$ cat src/rtl/occupancy_ctrl_pkg.sv
// Shared types and helpers for the occupancy controller.
package occ_pkg;

    typedef enum logic [1:0] {
        IDLE     = 2'd0,
        GATE_IN  = 2'd1,
        GATE_OUT = 2'd2
    } occ_state_t;

    // Occupancy count width; must hold 0..CAPACITY with CAPACITY <= 15.
    localparam int CNT_W = 4;

    // Width of a timer that counts 0..cycles-1 (at least one bit).
    function automatic int tmr_w(input int cycles);
        return (cycles < 2) ? 1 : $clog2(cycles);
    endfunction

endpackage

$ cat src/rtl/occupancy_ctrl_if.sv
// Key inputs and display/gate outputs of the occupancy controller.
interface occ_if;
    import occ_pkg::*;

    logic             key_enter_n;
    logic             key_exit_n;
    logic [CNT_W-1:0] seg_disp;
    logic             is_full;
    logic             gate_open;
    logic             reject;

    // Controller side: consumes keys, drives display and gate.
    modport slave (
        input  key_enter_n, key_exit_n,
        output seg_disp, is_full, gate_open, reject
    );

    // Environment side: drives keys, observes display and gate.
    modport master (
        output key_enter_n, key_exit_n,
        input  seg_disp, is_full, gate_open, reject
    );

endinterface

$ cat src/rtl/occupancy_ctrl_key_debounce.sv
// Raw active-low key -> synchronized, debounced, single-cycle press pulse.
// A level is accepted once the synced key has differed from the accepted
// level for DEBOUNCE_CYCLES consecutive samples; any return resets the run.
module key_debounce
    import occ_pkg::*;
#(
    parameter int DEBOUNCE_CYCLES = 1_000_000
) (
    input  logic clk,
    input  logic rst_n,
    input  logic key_n,
    output logic press_evt
);

    localparam int             DW   = tmr_w(DEBOUNCE_CYCLES);
    localparam logic [DW-1:0]  DMAX = DW'(DEBOUNCE_CYCLES - 1);

    logic          sync1, sync2;
    logic          level;
    logic [DW-1:0] cnt;

    // Two-flop synchronizer; released (1) out of reset.
    always_ff @(posedge clk or negedge rst_n) begin
        if (!rst_n) begin
            sync1 <= 1'b1;
            sync2 <= 1'b1;
        end else begin
            sync1 <= key_n;
            sync2 <= sync1;
        end
    end

    // Stability counter, accepted level, and pulse on an accepted press.
    always_ff @(posedge clk or negedge rst_n) begin
        if (!rst_n) begin
            level     <= 1'b1;
            cnt       <= '0;
            press_evt <= 1'b0;
        end else begin
            press_evt <= 1'b0;
            if (sync2 == level) begin
                cnt <= '0;
            end else if (cnt == DMAX) begin
                level     <= sync2;
                cnt       <= '0;
                press_evt <= ~sync2;
            end else begin
                cnt <= cnt + 1'b1;
            end
        end
    end

endmodule

$ cat src/rtl/occupancy_ctrl.sv
// Occupancy sequencer: debounced entry/exit events, timed gate cycle,
// saturating occupancy count and FULL indication for the display stage.
// Optional feature macro: OCC_FULL_BLINK_EN (is_full blinks while full).
module occupancy_ctrl
    import occ_pkg::*;
#(
    parameter int CAPACITY        = 15,
    parameter int DEBOUNCE_CYCLES = 1_000_000,
    parameter int GATE_CYCLES     = 50_000_000,
    parameter int BLINK_CYCLES    = 25_000_000
) (
    input  logic clk,
    input  logic rst_n,
    occ_if.slave bus
);

    localparam int               GW   = tmr_w(GATE_CYCLES);
    localparam logic [GW-1:0]    GMAX = GW'(GATE_CYCLES - 1);
    localparam logic [CNT_W-1:0] CAP  = CNT_W'(CAPACITY);

    logic             enter_evt, exit_evt;
    logic             exit_ok, enter_ok;
    occ_state_t       state, state_nxt;
    logic [CNT_W-1:0] count, count_nxt;
    logic [GW-1:0]    gate_tmr, gate_tmr_nxt;
    logic             reject_q, reject_nxt;
    logic             full_q;

    key_debounce #(.DEBOUNCE_CYCLES(DEBOUNCE_CYCLES)) u_enter (
        .clk       (clk),
        .rst_n     (rst_n),
        .key_n     (bus.key_enter_n),
        .press_evt (enter_evt)
    );

    key_debounce #(.DEBOUNCE_CYCLES(DEBOUNCE_CYCLES)) u_exit (
        .clk       (clk),
        .rst_n     (rst_n),
        .key_n     (bus.key_exit_n),
        .press_evt (exit_evt)
    );

    // Exit wins a tie; an enter is only taken when no exit is taken.
    assign exit_ok  = exit_evt && (count != '0);
    assign enter_ok = !exit_ok && enter_evt && (count != CAP);

    // State, count, gate timer and reject registers.
    always_ff @(posedge clk or negedge rst_n) begin
        if (!rst_n) begin
            state    <= IDLE;
            count    <= '0;
            gate_tmr <= '0;
            reject_q <= 1'b0;
        end else begin
            state    <= state_nxt;
            count    <= count_nxt;
            gate_tmr <= gate_tmr_nxt;
            reject_q <= reject_nxt;
        end
    end

    // Next-state logic: accept/refuse in IDLE, run the gate timer otherwise.
    always_comb begin
        state_nxt    = state;
        count_nxt    = count;
        gate_tmr_nxt = gate_tmr;
        reject_nxt   = 1'b0;
        case (state)
            IDLE: begin
                gate_tmr_nxt = '0;
                if (exit_ok) begin
                    count_nxt = count - 1'b1;
                    state_nxt = GATE_OUT;
                end else if (enter_ok) begin
                    count_nxt = count + 1'b1;
                    state_nxt = GATE_IN;
                end else begin
                    reject_nxt = enter_evt | exit_evt;
                end
            end
            GATE_IN, GATE_OUT: begin
                // Events here are dropped silently.
                if (gate_tmr == GMAX) begin
                    state_nxt    = IDLE;
                    gate_tmr_nxt = '0;
                end else begin
                    gate_tmr_nxt = gate_tmr + 1'b1;
                end
            end
            default: begin
                state_nxt    = IDLE;
                gate_tmr_nxt = '0;
            end
        endcase
    end

`ifdef OCC_FULL_BLINK_EN
    localparam int            BW   = tmr_w(BLINK_CYCLES);
    localparam logic [BW-1:0] BMAX = BW'(BLINK_CYCLES - 1);

    logic [BW-1:0] blink_tmr;

    // Blink while full: high on the edge the count reaches CAP, toggle every BLINK_CYCLES.
    always_ff @(posedge clk or negedge rst_n) begin
        if (!rst_n) begin
            full_q    <= 1'b0;
            blink_tmr <= '0;
        end else if (count_nxt != CAP) begin
            full_q    <= 1'b0;
            blink_tmr <= '0;
        end else if (count != CAP) begin
            full_q    <= 1'b1;
            blink_tmr <= '0;
        end else if (blink_tmr == BMAX) begin
            full_q    <= ~full_q;
            blink_tmr <= '0;
        end else begin
            blink_tmr <= blink_tmr + 1'b1;
        end
    end
`else
    // Steady full flag, updated on the same edge as the count.
    always_ff @(posedge clk or negedge rst_n) begin
        if (!rst_n) full_q <= 1'b0;
        else        full_q <= (count_nxt == CAP);
    end
`endif

    assign bus.seg_disp  = count;
    assign bus.is_full   = full_q;
    assign bus.gate_open = (state != IDLE);
    assign bus.reject    = reject_q;

endmodule
$ cat src/flat_wrapper.sv
// flat-port wrapper written by rule: the top's interface ports become plain ports
module occupancy_ctrl_flat import occ_pkg::*;
#(
    parameter int CAPACITY        = 15,
    parameter int DEBOUNCE_CYCLES = 1_000_000,
    parameter int GATE_CYCLES     = 50_000_000,
    parameter int BLINK_CYCLES    = 25_000_000
)
  (clk, rst_n, bus_key_enter_n, bus_key_exit_n, bus_seg_disp, bus_is_full, bus_gate_open, bus_reject);
  occ_if bus_i ();
  input  logic clk;
  input  logic rst_n;
  input wire logic [$bits(bus_i.key_enter_n)-1:0] bus_key_enter_n;
  input wire logic [$bits(bus_i.key_exit_n)-1:0] bus_key_exit_n;
  output wire logic [$bits(bus_i.seg_disp)-1:0] bus_seg_disp;
  output wire logic [$bits(bus_i.is_full)-1:0] bus_is_full;
  output wire logic [$bits(bus_i.gate_open)-1:0] bus_gate_open;
  output wire logic [$bits(bus_i.reject)-1:0] bus_reject;
  assign bus_i.key_enter_n = bus_key_enter_n;
  assign bus_i.key_exit_n = bus_key_exit_n;
  assign bus_seg_disp = bus_i.seg_disp;
  assign bus_is_full = bus_i.is_full;
  assign bus_gate_open = bus_i.gate_open;
  assign bus_reject = bus_i.reject;
  occupancy_ctrl #(.CAPACITY(CAPACITY), .DEBOUNCE_CYCLES(DEBOUNCE_CYCLES), .GATE_CYCLES(GATE_CYCLES), .BLINK_CYCLES(BLINK_CYCLES)) u_core (.clk(clk), .rst_n(rst_n), .bus(bus_i));
endmodule
$ cat config.mk
export PLATFORM = sky130hd
export DESIGN_NAME = occupancy_ctrl_flat
export DESIGN_NICKNAME = d
export VERILOG_FILES = /design/src/rtl/occupancy_ctrl_pkg.sv /design/src/rtl/occupancy_ctrl_if.sv /design/src/rtl/occupancy_ctrl_key_debounce.sv /design/src/rtl/occupancy_ctrl.sv /design/src/flat_wrapper.sv
export SDC_FILE = /design/constraint.sdc
export NUM_CORES = 1
export LEC_CHECK = 0
export CAP_MARGIN = 20
export CELL_PAD_IN_SITES_DETAIL_PLACEMENT = 1
export CELL_PAD_IN_SITES_GLOBAL_PLACEMENT = 1
export CORE_MARGIN = 2
export CORE_UTILIZATION = 52
export CTS_CLUSTER_DIAMETER = 40
export DETAILED_ROUTE_END_ITERATION = 6
export GPL_TIMING_DRIVEN = 0
export PLACE_DENSITY = 0.93
export REMOVE_ABC_BUFFERS = 1
export SLEW_MARGIN = 15
export SYNTH_ARGS = -nofsm -noshare
export SYNTH_HDL_FRONTEND = slang
export SYNTH_SLANG_ARGS = --single-unit
$ cat constraint.sdc
create_clock -name clk -period 3.1 [get_ports clk]
set_input_delay 0.465 -clock clk [delete_from_list [all_inputs] [get_ports clk]]
set_output_delay 0.465 -clock clk [all_outputs]
set_load 0.01 [all_outputs]
==> results.json <==
{
  "hp-class": "in -> async",
  "drt_wl_total_mm": 10.4,
  "top_usage_layer": "met2",
  "worstSetupPathType": "reg -> out",
  "ctsResizeCount": 0,
  "grt_use_total_pct": 25.8,
  "relSlewSlack_pct": 42.7,
  "outcome": "finished, final reports clean",
  "critPathMaxFanout": 10,
  "synth_area_leader_cell": "dfrtp_1",
  "dpl.hpwl_mm": 6.89,
  "grt_remaining_overflow": 0,
  "fin_skew_ns": 0.0110,
  "synth_edf_count": 0,
  "clockRootBuffer": "clkbuf_8",
  "row_count": 32,
  "end_kind": "output pin",
  "drive_gt1_share_pct": 8.00,
  "cts_buffers": 9,
  "initial_core_util_pct": 54.2,
  "first_pass_iters": 4,
  "post-cts-setup-buffers": 0,
  "syn_to_final_growth_pct": 10.7,
  "peakVddDrop_mv": 0.271,
  "cts_hold_buf": 0,
  "grtUsageMet2_pct": 44.7,
  "via_count": 3459,
  "clk_pin_slew_ns": 0.09,
  "synth_warnings": 0,
  "place_congestion": 0.812,
  "tightest_slew_ns": 0.860,
  "fin_crit_sh_pct": 78.6,
  "fillers": 880,
  "io_buffers": 10,
  "die_y_um": 93.9,
  "grt_start_max_net_pins": 51,
  "drc": 0,
  "drv_slew": 0,
  "yosysUniqueCellTypes": 51,
  "grt_pass1_wl_mm": 17.9,
  "dieArea_um2": 8820,
  "syn_area_um2": 4210,
  "max-clock-path-buffers": 2,
  "finalSetupViolations": 0,
  "synthFlopType": "dfrtp_1",
  "synth_seq_cells": 82,
  "finalNetCount": 455,
  "core_area_um2": 7770,
  "cts_sinks": 82,
  "diodes": 0,
  "hold_viol_final": 0,
  "first_global_vias": 3681,
  "p_leak_nw": 1.76,
  "clock_latency_ns": 0.36,
  "cp-start-kind": "flop",
  "period_minus_slack_ns": 2.44,
  "synth_async_sr_flop_share_pct": 100,
  "via_per_inst": 6.27,
  "cp_data_required_time_ns": 2.63,
  "ant_nets": 0,
  "antenna_found_initial": 0,
  "use_met3_pct": 3.21,
  "yosys-top-cells-area": "dfrtp_1, xnor2_1, nor2_1",
  "drt_iter0_drc": 143,
  "powerDensity_nw_per_um2": 431,
  "die_x_um": 93.9,
  "cts_tree": "yes",
  "ioPinCount": 11,
  "fmax_mhz": 410,
  "use_met1_pct": 32.6,
  "drv_cap": 0,
  "rsz0062_at_grt": "no",
  "wl_per_cell_um": 18.9,
  "syn_area_per_cell_um2": 9.67,
  "yosysSeqAreaShare_pct": 49.0,
  "tns_ns": 0,
  "synth_top_area_share_pct": 45.2,
  "synth_cells": 435,
  "power_mw": 2.01,
  "ctsHtreeMaxLevel": 3,
  "worstPathArrival_ns": 1.97
}
==> where the power goes <==
group	switching, mW	total (mW)	internal (mW)
logic	0.0381	0.0535	0.0154
clock network	0.393	0.867	0.473
registers	0.00970	1.09	1.08
total	0.441	2.01	1.57
==> area by class of cell <==
type / count / area (um2) / area share (%)
Clock buffer: 11 / 141 / 3.04
Clock inverter: 5 / 77.6 / 1.67
Inverter: 17 / 63.8 / 1.37
Multi-Input combinational cell: 323 / 2050 / 44.0
Sequential cell: 82 / 2060 / 44.2
Tap cell: 102 / 128 / 2.74
Timing Repair Buffer: 12 / 140 / 3.01
==> logic make-up (layout without fill, tap and decap cells) <==
group | Yosys count | count (layout) | synth area share, %
and+or+nand+nor | 213 | 213 | 27.7
xor gates and xnor gates | 42 | 42 | 8.74
AOI/OAI and AO/OA | 60 | 60 | 9.34
adders and majority gates | 6 | 6 | 1.78
muxes | 2 | 2 | 0.535
DFF | 82 | 82 | 49.0
buffers and inverters | 30 | 45 | 2.91
==> through the flow <==
stage / setup slack (ns) / area (um2) / hold slack [ns] / instances / utilization [%]
5_1_grt: 0.596 / 4660 / 0.0813 / 552 / 60.0
4_1_cts: 0.678 / 4660 / 0.0555 / 552 / 60.0
6_report: 0.663 / 4660 / 0.0498 / 552 / 60.0
3_5_place_dp: 0.809 / 4440 / 0.347 / 536 / 57.2
3_3_place_gp: -1.38 / 4380 / 0.347 / 534 / 56.3
2_1_floorplan: 0.726 / 4150 / 0.169 / 422 / -
==> sequential cells by signal (all words and copies together) (netlist names) <==
signal and flops:
u_core.u_exit.sync2 1, u_core.bus.is_full 1, u_core.u_enter.level 1, u_core.gate_tmr 26, u_core.u_exit.sync1 1, u_core.u_enter.sync1 1, u_core.bus.seg_disp 4, u_core.u_exit.press_evt 1
u_core.bus.reject 1, u_core.state 2, u_core.u_exit.cnt 20, u_core.u_enter.sync2 1, u_core.u_enter.cnt 20, u_core.u_enter.press_evt 1, u_core.u_exit.level 1
==> critical path: stages, from the launching register on <==
cell and delay [ns]:
dfrtp_1 0.43, inv_1 0.09, ha_1 0.36, inv_1 0.21
clkdlybuf4s50_1 0.52
==> worst paths after layout <==
| check | cells past startpoint | from | endpoint | slack [ns] |
|---|---|---|---|---|
| worst max-delay path | 4 | u_core.state[1] | bus_gate_open | 0.66 |
| worst min-delay path | 1 | rst_n | u_core.bus.seg_disp[3] | 0.05 |
| worst max register to register | 5 | u_core.gate_tmr[3] | u_core.gate_tmr[3] | 0.81 |
| worst min register to register | 0 | u_core.u_exit.sync1 | u_core.u_exit.sync2 | 0.36 |
| max in group asynchronous | 2 | rst_n | u_core.u_enter.sync1 | 2.37 |
| min in group clk | 0 | u_core.u_exit.sync1 | u_core.u_exit.sync2 | 0.36 |
==> cell usage after synthesis (2+ instances only) <==
| master | instances |
|---|---|
| o21ai_0 | 9 |
| o31ai_1 | 11 |
| inv_1 | 17 |
| nor2_1 | 48 |
| nand3_1 | 28 |
| and4_1 | 6 |
| nor3_1 | 10 |
| nor3b_1 | 3 |
| nand2b_1 | 3 |
| clkbuf_1 | 10 |
| ha_1 | 6 |
| xor2_1 | 18 |
| nand4b_1 | 3 |
| a21oi_1 | 22 |
| or4_1 | 15 |
| xnor2_1 | 24 |
| nor4b_1 | 2 |
| or3_1 | 6 |
| a22oi_1 | 2 |
| a31o_2 | 2 |
| nor4bb_1 | 2 |
| buf_2 | 2 |
| nand4_1 | 21 |
| and3_1 | 9 |
| mux2_2 | 2 |
| nor4_1 | 13 |
| dfstp_2 | 6 |
| or4_4 | 2 |
| and2_1 | 5 |
| nand2_1 | 32 |
| dfrtp_1 | 76 |
==> cells in the final DEF, fill, tap and decap left out, drive strengths merged, types with 3 or more instances in the layout <==
master / n
or3: 6
or4: 17
ha: 6
o21ai: 10
nor2: 48
and4: 6
nor4: 14
xnor2: 24
inv: 17
clkbuf: 11
and3: 9
nand4b: 3
clkdlybuf4s50: 9
nand3: 28
nand2b: 3
nand2: 32
nand4: 21
xor2: 18
o31ai: 11
a21oi: 23
nor3: 10
and2: 5
nor3b: 3
buf: 3
dfrtp: 76
dfstp: 6
==> metal layers <==
| layer | vias to the layer above | routed length (um) |
|---|---|---|
| met5 | - | 0 |
| met4 | 0 | 257 |
| met3 | 25 | 213 |
| met2 | 57 | 5450 |
| met1 | 1771 | 4510 |
| li1 | 1606 | - |
Power figures use the tool's default switching activity.
